===== src/rtl/board_state_mem_pkg.sv =====
// Shared codes for the macro-board state memory: per-cell state values and
// the clear/idle controller encoding.
package board_state_mem_pkg;

  localparam logic [1:0] ST_RUN = 2'b00;
  localparam logic [1:0] ST_P1  = 2'b01;
  localparam logic [1:0] ST_P2  = 2'b10;
  localparam logic [1:0] ST_TIE = 2'b11;

  typedef enum logic {
    S_CLEAR = 1'b0,
    S_IDLE  = 1'b1
  } fsm_state_t;

endpackage


===== src/rtl/board_state_counter.sv =====
// Running count of cells holding one particular non-running state code.
// A write that replaces one code with another decrements one counter and
// increments another in the same cycle; both strobes together cancel out.
module board_state_counter #(
  parameter int CNT_W = 4,
  parameter int MAX   = 9
) (
  input  logic             clk,
  input  logic             clr,
  input  logic             inc,
  input  logic             dec,
  output logic [CNT_W-1:0] cnt
);

  localparam logic [CNT_W-1:0] MAX_V = CNT_W'(MAX);
  localparam logic [CNT_W-1:0] ONE   = CNT_W'(1);

  // Count update; the bounds guards keep a corrupted strobe from wrapping.
  always_ff @(posedge clk) begin
    if (clr) begin
      cnt <= '0;
    end else if (inc && !dec && (cnt != MAX_V)) begin
      cnt <= cnt + ONE;
    end else if (dec && !inc && (cnt != '0)) begin
      cnt <= cnt - ONE;
    end
  end

endmodule


===== src/rtl/board_state_mem.sv =====
// Macro-board state memory: one 2-bit state per cell at addresses 1..CELLS,
// a sequenced clear, and running per-state counters so the game FSM can
// judge the board (and whether it is finished) without scanning it.
module board_state_mem
  import board_state_mem_pkg::*;
#(
  parameter int CELLS  = 9,
  parameter int ADDR_W = 4,
  parameter int CNT_W  = $clog2(CELLS + 1)
) (
  input  logic              clk,
  input  logic              reset,
  input  logic              clear,
  input  logic              we,
  input  logic [1:0]        data,
  input  logic [ADDR_W-1:0] addr,
  output logic [1:0]        q,
  output logic              busy,
  output logic [CNT_W-1:0]  n_p1,
  output logic [CNT_W-1:0]  n_p2,
  output logic [CNT_W-1:0]  n_tie,
  output logic              done
);

  localparam int                DEPTH = 1 << ADDR_W;
  localparam int                TW    = CNT_W + 2;
  localparam logic [ADDR_W-1:0] FIRST = ADDR_W'(1);
  localparam logic [ADDR_W-1:0] LAST  = ADDR_W'(CELLS);

  fsm_state_t        state;
  logic [ADDR_W-1:0] ptr;
  logic              busy_r;
  logic [ADDR_W-1:0] addr_p1;
  logic [1:0]        mem [DEPTH];

  logic              restart;
  logic              addr_ok;
  logic              wr_ok;
  logic              clr_step;
  logic [1:0]        old_st;
  logic [CNT_W-1:0]  cnt [3];
  logic [TW-1:0]     total;

  // Reset and clear share one path; either restarts the clear sequence.
  assign restart  = reset | clear;
  assign addr_ok  = (addr >= FIRST) && (addr <= LAST);
  assign wr_ok    = (state == S_IDLE) && we && !restart && addr_ok;
  assign clr_step = (state == S_CLEAR) && !restart;
  assign old_st   = mem[addr];

  // Controller: walk ptr over 1..CELLS zeroing cells, then go idle.
  always_ff @(posedge clk) begin
    if (restart) begin
      state  <= S_CLEAR;
      ptr    <= FIRST;
      busy_r <= 1'b1;
    end else if (state == S_CLEAR) begin
      ptr <= ptr + FIRST;
      if (ptr == LAST) begin
        state  <= S_IDLE;
        busy_r <= 1'b0;
      end
    end
  end

  // Storage: sequenced clear has the port while busy, host writes otherwise.
  always_ff @(posedge clk) begin
    if (clr_step) begin
      mem[ptr] <= ST_RUN;
    end else if (wr_ok) begin
      mem[addr] <= data;
    end
  end

  // Stage p1: registered read address.
  always_ff @(posedge clk) begin
    if (restart) begin
      addr_p1 <= '0;
    end else begin
      addr_p1 <= addr;
    end
  end

  // Read data; reserved/out-of-range addresses and the clear window read 00.
  always_comb begin
    q = ST_RUN;
    if (!busy_r && (addr_p1 >= FIRST) && (addr_p1 <= LAST)) begin
      q = mem[addr_p1];
    end
  end

  // One counter per non-running code: leaving code c decrements, entering increments.
  for (genvar gi = 0; gi < 3; gi++) begin : g_cnt
    localparam logic [1:0] CODE = 2'(gi + 1);
    board_state_counter #(
      .CNT_W (CNT_W),
      .MAX   (CELLS)
    ) u_cnt (
      .clk (clk),
      .clr (restart),
      .inc (wr_ok && (data == CODE) && (old_st != CODE)),
      .dec (wr_ok && (old_st == CODE) && (data != CODE)),
      .cnt (cnt[gi])
    );
  end

  assign n_p1  = cnt[0];
  assign n_p2  = cnt[1];
  assign n_tie = cnt[2];
  assign busy  = busy_r;

  // Board finished when every cell is decided.
  assign total = TW'(n_p1) + TW'(n_p2) + TW'(n_tie);
  assign done  = (total == TW'(CELLS));

endmodule


===== config.mk =====
export PLATFORM = sky130hd
export DESIGN_NAME = board_state_mem
export DESIGN_NICKNAME = d
export VERILOG_FILES = /design/src/rtl/board_state_mem_pkg.sv /design/src/rtl/board_state_counter.sv /design/src/rtl/board_state_mem.sv
export SDC_FILE = /design/constraint.sdc
export NUM_CORES = 1
export LEC_CHECK = 0
export BUFFER_PORTS_ARGS = -buffer_cell sky130_fd_sc_hd__clkbuf_2
export CORE_MARGIN = 3
export CORE_UTILIZATION = 54
export DETAILED_ROUTE_END_ITERATION = 12
export PLACE_DENSITY_LB_ADDON = 0.12
export SLEW_MARGIN = 25
export SYNTH_ARGS = -nofsm -noshare
export SYNTH_HDL_FRONTEND = slang
export SYNTH_SLANG_ARGS = --single-unit

===== constraint.sdc =====
create_clock -name clk -period 2.9 [get_ports clk]
set_input_delay 0.58 -clock clk [delete_from_list [all_inputs] [get_ports clk]]
set_output_delay 0.58 -clock clk [all_outputs]
set_load 0.01 [all_outputs]

==> impl_metrics.py <==
metrics = {
    "synth": {
        "syn-cell-area_um2": 3143,
        "ys.flop_type": "edfxtp_1",
        "synthArstFlopShare_pct": 0,
        "postSynthAreaPerCell_um2": 11.43,
        "ys_seq_area_share_pct": 44.59,
        "synth_edf_count": 32,
        "netlist_instances": 275,
        "synth_top_cell_area_share_pct": 30.57,
        "synth_area_leader_cell": "edfxtp_1",
        "synth_cell_type_count": 55,
        "ys_ff_latch": 54,
        "synth_area_leaders": "edfxtp_1, dfxtp_1, mux4_2, fa_1, nor2_1",
        "synth_nets": 304,
        "yosys_warnings": 0,
    },
    "setup_path": {
        "path_class": "reg2out",
        "cp-end-kind": "output pin",
        "crit_required_ns": 2.32,
        "cp_max_fo": 2,
        "crit_arrival_ns": 2.37,
        "critPathLaunchType": "register",
    },
    "placement": {
        "gp_congestion": 0.8090,
        "placed_cells": 395,
        "port_buffers": 25,
        "dp_hpwl_um": 4928,
        "dpl_cell_area_um2": 3556,
        "dp_slack_ns": -0.2805,
    },
    "route": {
        "wl_met1_um": 2711,
        "routed.top_layer": "met4",
        "route.detailed.drc": 0,
        "vias_per_cell": 5.611,
        "wl_met3_um": 289,
        "first_pass_iters": 4,
        "ant_nets": 0,
        "via_count": 2267,
        "wl_met2_um": 3358,
        "routed_wl_um": 6487,
        "drtIter0Drc": 44,
        "wl_per_cell_um": 16.06,
    },
    "global_routing": {
        "grt.total_usage_pct": 20.00,
        "gr-total-overflow": 0,
        "grt_pass1_wl_um": 10060,
        "grt_max_degree": 24,
        "grt_pass1_vias": 2111,
        "antenna_found_initial": 0,
    },
    "power": {
        "powerDensity_nw_per_um2": 399.1,
        "power.leakage_nw": 1.469,
        "power_frac_comb_pct": 9.0,
        "pwr-share-seq_pct": 55.5,
        "pwr-share-clk_pct": 35.5,
        "fin_total_pwr_mw": 1.476,
        "p_sw_mw": 0.3376,
        "intPower_mw": 1.138,
        "max-vdd-ir-drop_v": 0.0002962,
        "swShare_pct": 22.88,
    },
    "timing": {
        "setup_tns_ns": -0.05374,
        "grt_setup_unrepaired": "true",
        "worstMarginPinSlew_ns": 0.6054,
        "holdWs_ns": 0.5271,
        "timing.final.crit_period_ns": 2.954,
        "setup_viol": 1,
        "slew_viol_final": 0,
        "hold_viol": 0,
        "setup_slack_ns": -0.05374,
        "slew_headroom_pct": 59.60,
        "clock.fmax_ghz": 0.3386,
        "period_share_pct": 101.9,
        "finClkSkew_ns": 0.009443,
    },
    "min_path": {
        "min_path_type": "reg2reg",
    },
    "clock_network": {
        "htreeDepth": 2,
        "holdBufCountCts": 0,
        "clock_latency_ns": 0.31,
        "clk_pin_slew_ns": 0.10,
        "cts_root_buf": "clkbuf_8",
        "cts_buffer_depth": 2,
        "cts_sinks": 54,
        "cts_tree": "built",
        "cts-buffers-inserted": 5,
    },
    "die": {
        "pin_count": 26,
        "die_h_um": 82.29,
        "die_w_um": 82.29,
        "num_rows": 27,
        "die_area_um2": 6772,
        "start_util_pct": 56.39,
        "coreArea_um2": 5574,
    },
    "finish": {
        "finalNonFillerCells": 404,
        "areaGrowthSynthToFinish_pct": 17.68,
        "layout-drive-gt1-share_pct": 30.12,
        "num_antenna_cells": 0,
        "stdcell_area_um2": 3699,
        "num-nets-final": 360,
        "fillers": 452,
        "fin_util_pct": 66.35,
    },
    "run_status": {
        "failed_checks": "negative setup slack",
        "status": "finished with violations",
    },
    "run": {
        "max_cap_violations": 0,
    },
}
## worst paths after layout
check,start,end,slack (ns),depth (start not counted)
max,g_cnt[0].u_cnt.cnt[1],done,-0.05,7
min,g_cnt[1].u_cnt.cnt[2],g_cnt[1].u_cnt.cnt[2],0.53,2
max reg2reg,mem[6][0],g_cnt[2].u_cnt.cnt[3],0.32,11
min reg2reg,g_cnt[1].u_cnt.cnt[2],g_cnt[1].u_cnt.cnt[2],0.53,2
## per-layer routing
metal  global-route usage, %  vias up
met2                   34.86       49
met1                   24.52     1091
met4                   6.977        0
met3                   4.121       13
li1                        -     1114
met5                       0        -
## power groups by stage
stage | sequential, mW | combinational, mW | clock (mW)
2_1_floorplan | 0.833 | 0.0890 | 0
3_3_place_gp | 0.837 | 0.130 | 0
3_5_place_dp | 0.837 | 0.131 | 0
4_1_cts | 0.820 | 0.132 | 0.532
5_1_grt | 0.821 | 0.144 | 0.563
6_report | 0.819 | 0.133 | 0.524
## placed cells by master (no fill, tap or decap), types with 2 or more instances in the layout
master and instances:
xor2_1 6, and2_1 4, nand3_2 2, dfxtp_2 4, nand3_1 4, nor2b_1 3, nor3_1 3, nand2b_1 8
clkbuf_8 5, o31ai_1 2, nand2_2 2, dfxtp_1 18, a21oi_1 8, nand2_1 33, mux2_2 4, edfxtp_1 32
nand4_1 2, a311o_1 2, mux4_2 9, nor4_1 2, a21o_1 6, inv_1 11, ha_1 10, fa_1 8
nor2_1 36, clkbuf_2 23, a32oi_1 3, mux4_1 3, mux2i_1 13, buf_4 33
## layout make-up
class	instances	area (µm²)	share of cell area (%)
repair buffers	58	375.4	10.15
multi-input cells	201	1669	45.13
inverters	11	41.29	1.116
clock inverters	3	47.55	1.286
flip-flops and latches	54	1406	38.02
well taps	72	90.09	2.436
clock buffers	5	68.82	1.861
## critical path, stage by stage, from the launching register on
cell and delay [ns]:
dfxtp_2 0.36, fa_1 0.54, ha_2 0.18, inv_1 0.05
fa_1 0.47, nand2b_1 0.06, nor4_1 0.23, buf_2 0.18
## cell families (layout without fill, tap and decap cells)
kind of cell	Yosys count	after routing	synth area share (%)
AOI/OAI and AO/OA	32	32	7.325
xor gates and xnor gates	7	7	1.951
adders and majority gates	19	19	9.474
buffers and inverters	20	77	2.667
DFF	54	54	44.59
muxes	31	31	15.72
and+or+nand+nor	112	112	18.27
## timing repair
item                       4_1_cts  5_1_grt
resized for setup                3        6
setup buffers                    0        0
gates cloned                     0        0
pin swaps                        0        1
setup endpoints to repair        1        3
## cell usage after synthesis (4+ instances only)
master and count:
a21o_1 6, a21oi_1 8, and2_1 4, clkbuf_1 7
dfxtp_1 22, edfxtp_1 32, fa_1 8, ha_1 11
inv_1 11, mux2_2 4, mux2i_1 13, mux4_2 9
nand2_1 33, nand2b_1 8, nand3_1 4, nor2_1 37
xor2_1 6
## state kept, by name, summed over array words and instances, names as in the netlist
| name | flops |
|---|---|
| busy | 1 |
| mem | 32 |
| g_cnt.u_cnt.cnt | 12 |
| ptr | 4 |
| addr_p1 | 4 |
| state | 1 |
(Power assumes the default switching activity.)
